`config.mk`:
```
export PLATFORM = sky130hd
export DESIGN_NAME = stack_guard_nested
export DESIGN_NICKNAME = d
export VERILOG_FILES = /design/src/rtl/stack_guard_nested.sv
export SDC_FILE = /design/constraint.sdc
export NUM_CORES = 1
export LEC_CHECK = 0
export CAP_MARGIN = 20
export CORE_UTILIZATION = 35
export CTS_BUF_LIST = sky130_fd_sc_hd__clkbuf_8
export CTS_CLUSTER_SIZE = 14
export DETAILED_ROUTE_END_ITERATION = 8
export PLACE_DENSITY_LB_ADDON = 0.25
export SLEW_MARGIN = 20
export SYNTH_ARGS = -nofsm -noshare
export SYNTH_HDL_FRONTEND = slang
export SYNTH_SLANG_ARGS = --single-unit
export TNS_END_PERCENT = 50
```
`constraint.sdc`:
```
create_clock -name clk -period 4 [get_ports clk]
set_input_delay 0.8 -clock clk [delete_from_list [all_inputs] [get_ports clk]]
set_output_delay 0.8 -clock clk [all_outputs]
set_load 0.05 [all_outputs]
```
`src/rtl/stack_guard_nested.sv`:
```
// Nested UCC stack-protection monitor: a shadow stack of frame base pointers
// confines writes to the innermost frame and raises a registered reset on misuse.
module stack_guard_nested #(
  parameter int AW = 16,
  parameter int DEPTH = 4,
  parameter logic [AW-1:0] RESET_HANDLER = '0
) (
  input  logic                         clk,
  input  logic                         system_reset,
  input  logic [AW-1:0]                pc,
  input  logic [AW-1:0]                data_addr,
  input  logic                         data_wr,
  input  logic [AW-1:0]                stack_pointer,
  input  logic                         inst_changed,
  input  logic                         ucc_enter,
  input  logic                         ucc_exit,
  output logic                         reset,
  output logic [AW-1:0]                base_pointer,
  output logic [$clog2(DEPTH+1)-1:0]   depth,
  output logic [2:0]                   viol_cause
);

  localparam int DW = $clog2(DEPTH + 1);
  localparam int IW = (DEPTH > 1) ? $clog2(DEPTH) : 1;

  typedef enum logic [1:0] {NOT_UCC, IN_UCC, RST} state_t;

  state_t        state;
  logic [AW-1:0] stack [DEPTH];
  logic [IW-1:0] top_idx;
  logic [IW-1:0] push_idx;
  logic          enter_eff;
  logic          exit_eff;
  logic          conflict;
  logic          recover;
  logic [2:0]    code;

  assign top_idx      = IW'(depth - DW'(1));
  assign push_idx     = IW'(depth);
  assign base_pointer = (depth == '0) ? '0 : stack[top_idx];
  assign enter_eff    = inst_changed & ucc_enter;
  assign exit_eff     = inst_changed & ucc_exit;
  assign conflict     = enter_eff & exit_eff;
  assign recover      = (pc == RESET_HANDLER) && !data_wr && !conflict;

  // Checks are ordered by cause code so the lowest code wins when several coincide.
  always_comb begin
    code = 3'd0;
    if (state == IN_UCC) begin
      if (data_wr && (data_addr >= base_pointer))
        code = 3'd1;
      else if (exit_eff && (stack_pointer != base_pointer))
        code = 3'd2;
      else if (enter_eff && (depth == DW'(DEPTH)))
        code = 3'd3;
      else if (conflict)
        code = 3'd5;
    end else if (state == NOT_UCC) begin
      if (exit_eff)
        code = 3'd4;
      else if (conflict)
        code = 3'd5;
    end
  end

  always_ff @(posedge clk) begin
    if (system_reset) begin
      state      <= RST;
      reset      <= 1'b1;
      depth      <= '0;
      viol_cause <= 3'd0;
      for (int i = 0; i < DEPTH; i++) stack[i] <= '0;
    end else if (code != 3'd0) begin
      state <= RST;
      reset <= 1'b1;
      depth <= '0;
      for (int i = 0; i < DEPTH; i++) stack[i] <= '0;
      if (viol_cause == 3'd0) viol_cause <= code;
    end else begin
      case (state)
        NOT_UCC: begin
          if (enter_eff) begin
            stack[0] <= stack_pointer;
            depth    <= DW'(1);
            state    <= IN_UCC;
          end
        end
        IN_UCC: begin
          if (enter_eff) begin
            stack[push_idx] <= stack_pointer;
            depth           <= depth + DW'(1);
          end else if (exit_eff) begin
            depth <= depth - DW'(1);
            if (depth == DW'(1)) state <= NOT_UCC;
          end
        end
        RST: begin
          if (recover) begin
            reset      <= 1'b0;
            viol_cause <= 3'd0;
            if (enter_eff) begin
              stack[0] <= stack_pointer;
              depth    <= DW'(1);
              state    <= IN_UCC;
            end else begin
              state <= NOT_UCC;
            end
          end else if (viol_cause == 3'd0) begin
            viol_cause <= conflict ? 3'd5 : 3'd6;
          end
        end
        default: begin
          state <= RST;
          reset <= 1'b1;
          depth <= '0;
        end
      endcase
    end
  end

endmodule

```
==> flow_summary.yaml, run 1 <==
min_path:
  min_from: "reset$_SDFFE_PP1P_"
  holdCritPathClass: "reg -> reg"
floorplan:
  die_h_microns: 114
  rows: 40
  dieWidth_microns: 114
  core_area_sq_um: 12200
  dieArea_sq_um: 13100
  start_util: 0.364
  boundaryPins: 77
final_layout:
  final_common_cell: "clkdlybuf4s50_1"
  nets: 560
  fin_util: 0.473
  syn_to_final_growth_pct: 29.7
  multi_input_area_sq_um: 2230
  most-common-layout-cells: "69 x clkdlybuf4s50_1, 67 x and2_1, 64 x edfxtp_1"
  fillers: 1121
  instances_no_fill: 658
  seqCellArea_sq_um: 2110
  antenna_cells: 0
  drive_above_1_share: 0.161
sta:
  max-slew-margin-rel: 0.589
  worstMarginPinSlew_ps: 614
  finalCritPeriodShare: 0.937
  fin_skew_ps: 12.3
  maxSlewViolCount: 0
  fmaxAchievable_mhz: 267
  period_minus_slack_ps: 3750
  setup_viol: 0
  finalHoldViolCount: 0
  rsz0062_at_grt: "no"
yosys:
  synth_cells: 397
  ys_seq_area_frac: 0.475
  synthArstFlopShare: 0
  synth_seq_cells: 73
  synth_cell_type_count: 48
  mappedNetlistArea_sq_um: 4430
  syn_nets: 472
  ys.warnings.count: 0
  ys.flop_type: "edfxtp_1"
  synth_edf_count: 64
  syn_avg_cell_area_sq_um: 11.2
setup_path:
  critPathKind: "reg -> reg"
  crit_slowest_cell: "dfxtp_2"
  end_kind: "register"
  crit_buf_inv: 3
  startpoint_type: "register"
  cp.required_ps: 4080
  cp-startpoint: "depth[1]$_SDFFE_PP0P_"
  cp_cell_sequence: "inv_1, ha_4, buf_4, mux4_2, and2_4, ha_1, nand2b_1, a21o_1, nand3_1, a31oi_1, o21a_1, a311oi_2, o31a_4, nor2b_1, buf_6, nand2_8"
  worstPathMaxFanout: 16
  reg2reg_from: "depth[1]$_SDFFE_PP0P_"
  cp_top_family: "compound AO/OA/AOI/OAI gates"
  arrival_ps: 3830
  critPathMaxStageDelay_ps: 370
placement:
  dp_cells: 639
  place_congestion: 0.819
  place_hpwl_microns: 8610
  numPortBuffers: 76
drt:
  dr.pass1.iters: 4
  vias: 3321
  wl_microns: 11700
  drt_iter0_markers: 182
  ant_nets: 0
  drc: 0
  avgViaCountPerCell: 5.05
  avgRoutedWirePerCell_microns: 17.8
grt:
  grt_max_degree: 23
  grt_pass1_vias: 3395
  globalRoute.totalOverflow: 0
  grt_util_all_layers: 0.188
  grt_pass1_wl_microns: 18000
  grt_antenna_before_repair: 0
clocking:
  cts.clk_slew.worst_paths_ps: 80
  ctsHoldBuffers: 0
  clk_path_buf_depth: 2
  worstSkewPairLatency_ps: 360
  numCtsBuffers: 9
  htreeDepth: 3
  cts_tree: "done"
  cts_sinks: 73
  clock-root-buffer: "clkbuf_8"
power_and_ir_drop:
  leakage_nw: 2.18
  finalPower_mw: 1.65
  irDropWorstVdd_v: 0.000152
  power.density_nw_per_um2: 287
outcome:
  status: "finished, final reports clean"
run:
  max-cap-violations: 0
[kinds of logic (layout without fill, tap and decap cells)]
family                   Yosys count  count (layout)  share of synthesized area
AND/OR/NAND/NOR                  167             167                      0.219
flip-flops                        73              73                      0.475
AO/OA/AOI/OAI                     69              69                      0.101
buffers and inverters             40             133                     0.0410
adder cells (fa/ha/maj)           21              21                     0.0593
multiplexers                      18              18                     0.0870
XOR/XNOR                           9               9                     0.0178
[final timing paths]
kind | endpoint | depth (start not counted) | slack (ps)
worst max register to register | stack[2][3]$_SDFFCE_PN0P_ | 16 | 250
worst min-delay path | reset$_SDFFE_PP1P_ | 2 | 480
worst min register to register | reset$_SDFFE_PP1P_ | 2 | 480
worst max-delay path | stack[2][3]$_SDFFCE_PN0P_ | 16 | 250
[stage by stage]
step | worst slack [ps] | instance area, sq um | hold WS (ps) | TNS [ps]
2_1_floorplan | -15.4 | 4490 | 672 | -514
3_3_place_gp | 121 | 5480 | 475 | 0
3_5_place_dp | 4.73 | 5480 | 465 | 0
4_1_cts | 58.8 | 5680 | 486 | 0
5_1_grt | 59.8 | 5750 | 502 | 0
6_report | 252 | 5750 | 479 | 0
[worst register-to-register path, delay by kind of cell, from the launching register on]
kind	cells	cell delay, ps
compound gates	5	980
simple gates	5	740
fa+ha+maj	2	590
buf+inv	3	460
flops	1	370
mux	1	320
[power by group]
group / internal (mW) / leakage [nW] / total [mW] / switching (mW)
Clock: 0.289 / 0.102 / 0.580 / 0.291
Sequential: 0.851 / 0.735 / 0.863 / 0.0111
Combinational: 0.101 / 1.34 / 0.207 / 0.106
Total: 1.24 / 2.18 / 1.65 / 0.408
[state kept, by name, indices dropped and copies added, names as in the netlist]
signal      flops
viol_cause      3
depth           3
reset           1
state           2
stack          64
[cell type report]
| cell class | count | share of cell area |
|---|---|---|
| Multi-Input combinational cell | 284 | 0.388 |
| Tap cell | 168 | 0.0366 |
| Timing Repair Buffer | 93 | 0.159 |
| Inverter | 24 | 0.0157 |
| Clock buffer | 9 | 0.0216 |
| Sequential cell | 73 | 0.367 |
| Clock inverter | 7 | 0.0124 |
[per-layer routing]
metal / vias to the layer above / routed length (microns) / GRT usage
li1: 1624 / - / -
met1: 1600 / 5030 / 0.229
met2: 83 / 5960 / 0.326
met3: 14 / 504 / 0.0402
met4: 0 / 214 / 0.0727
met5: - / 0 / 0
[cell usage after synthesis, types with 9 or more instances]
cell | count | share of area
dfxtp_1 | 9 | 0.041
inv_1 | 17 | 0.014
a21oi_1 | 16 | 0.018
and2_1 | 68 | 0.096
edfxtp_1 | 64 | 0.43
mux4_2 | 16 | 0.081
o21ai_0 | 13 | 0.015
nand2_1 | 38 | 0.032
nor2_1 | 11 | 0.0093
xnor2_1 | 9 | 0.018
ha_1 | 21 | 0.059
[timing repair]
item | in CTS | in global routing
endpoints found under the setup margin | 18 | 64
gates cloned | 0 | 0
resized for setup | 1 | 6
buffers inserted | 0 | 3
(Power assumes the default switching activity.)
==> inputs of run 2 (changes only) <==
- CTS_BUF_LIST: sky130_fd_sc_hd__clkbuf_8 -> unset
- clock period: 4 -> 4.8 ns (I/O delays scaled with it)
==> flow_summary.yaml, run 2 (synthesized netlist as in run 1, its figures left out) <==
drt:
  ant_nets: 0
  drt_iter0_markers: 166
  avgViaCountPerCell: 5.15
  dr.pass1.iters: 4
  vias: 3352
  wl_microns: 11500
  avgRoutedWirePerCell_microns: 17.6
  drc: 0
clocking:
  worstSkewPairLatency_ps: 340
  cts.clk_slew.worst_paths_ps: 60
  htreeDepth: 3
  cts_sinks: 73
  cts_tree: "done"
  ctsHoldBuffers: 0
  clock-root-buffer: "clkbuf_16"
  cts_resized: 0
  clk_path_buf_depth: 2
  numCtsBuffers: 9
  postCtsSetupRepairBufs: 0
setup_path:
  startpoint_type: "register"
  arrival_ps: 4640
  critPathKind: "reg -> reg"
  critPathMaxStageDelay_ps: 640
  cp_top_family: "compound AO/OA/AOI/OAI gates"
  r2r_setup_slack_ps: 370
  end_kind: "register"
  crit_slowest_cell: "nor3b_4"
  cp_cell_sequence: "inv_1, ha_1, buf_12, mux4_2, and2_1, ha_1, nand2b_1, a21o_1, nand3_1, a31oi_1, o21a_1, a311oi_1, o31a_4, nor3b_4, and2_1"
  cp.required_ps: 5010
  crit_buf_inv: 2
  worstPathMaxFanout: 17
final_layout:
  drive_above_1_share: 0.120
  instances_no_fill: 651
  syn_to_final_growth_pct: 29.3
  nets: 553
  largest_register: "stack"
  largest_reg_flops: 64
  reg_top3: "stack x64, depth x3, viol_cause x3"
  final_common_cell: "clkdlybuf4s50_1"
  most-common-layout-cells: "76 x clkdlybuf4s50_1, 68 x and2_1, 64 x edfxtp_1"
  antenna_cells: 0
run:
  max-cap-violations: 0
placement:
  place_congestion: 0.780
  place_hpwl_microns: 8390
  dp_cells: 635
  numPortBuffers: 76
floorplan:
  die_h_microns: 114
  core_area_sq_um: 12200
  start_util: 0.364
  dieArea_sq_um: 13100
  dieWidth_microns: 114
  boundaryPins: 77
  rows: 40
sta:
  setup_viol: 0
  finalHoldViolCount: 0
  finalSetupTns_ps: 0
  period_minus_slack_ps: 4430
  fin_skew_ps: 6.85
  max-slew-margin-rel: 0.517
  rsz0062_at_grt: "no"
  maxSlewViolCount: 0
  worstMarginPinSlew_ps: 723
  finalCritPeriodShare: 0.923
  fmaxAchievable_mhz: 226
power_and_ir_drop:
  power.density_nw_per_um2: 284
  finalPower_mw: 1.62
  irDropWorstVdd_v: 0.000130
  leakage_nw: 2.17
grt:
  grt_max_degree: 19
  grt_antenna_before_repair: 0
  grt_util_all_layers: 0.185
  grt_pass1_vias: 3358
  globalRoute.totalOverflow: 0
  grt_pass1_wl_microns: 17600
min_path:
  holdCritPathClass: "reg -> reg"
outcome:
  status: "finished, final reports clean"
-- run 2: cell count changes in the layout (fill, tap and decap cells not counted), sizes merged --
cell / before / now
buf: 24 / 10
clkbuf: 9 / 10
clkinv: 3 / 2
bufinv: 1 / 2
inv: 26 / 25
clkdlybuf4s50: 69 / 76
-- run 2: area by class of cell --
type / instances / area (sq um)
clock buffers: 10 / 239
clock inverters: 6 / 90.1
fillers: 1117 / 6430
inverters: 24 / 90.1
multi-input cells: 284 / 2150
flip-flops and latches: 73 / 2100
well taps: 168 / 210
repair buffers: 86 / 848
-- run 2: worst paths after layout --
check,startpoint,to,depth (start not counted)
max reg2reg,depth[1]$_SDFFE_PP0P_,stack[3][5]$_SDFFCE_PN0P_,15
min reg2reg,reset$_SDFFE_PP1P_,reset$_SDFFE_PP1P_,2
max,depth[1]$_SDFFE_PP0P_,stack[3][5]$_SDFFCE_PN0P_,15
min,reset$_SDFFE_PP1P_,reset$_SDFFE_PP1P_,2
-- run 2: report_power, final --
group	internal [mW]	total, mW	switching (mW)
clock	0.471	0.735	0.265
sequential	0.711	0.720	0.00865
combinational	0.0838	0.170	0.0858
total	1.27	1.62	0.359
-- run 2: per-stage QoR --
stage	setup slack (ps)	hold WS [ps]	area, sq um	utilization
6_report	369	473	5730	0.471
5_1_grt	105	508	5730	0.471
3_5_place_dp	352	468	5400	0.444
2_1_floorplan	19.9	672	4430	-
3_3_place_gp	455	456	5400	0.444
4_1_cts	328	482	5730	0.471
-- run 2: metal layers --
metal / routed length [microns] / GRT usage
met5: 0 / 0
met4: 125 / 0.0589
met1: 4940 / 0.232
met2: 5730 / 0.318
met3: 677 / 0.0376
-- run 2: worst register-to-register path, cell delays in order, from the launching register on --
cell      delay (ps)
dfxtp_1          390
inv_1            100
ha_1             330
buf_12           170
mux4_2           340
and2_1           220
ha_1             270
nand2b_1         130
a21o_1           180
nand3_1           70
a31oi_1          120
o21a_1           270
a311oi_1         540
o31a_4           300
nor3b_4          640
and2_1           230
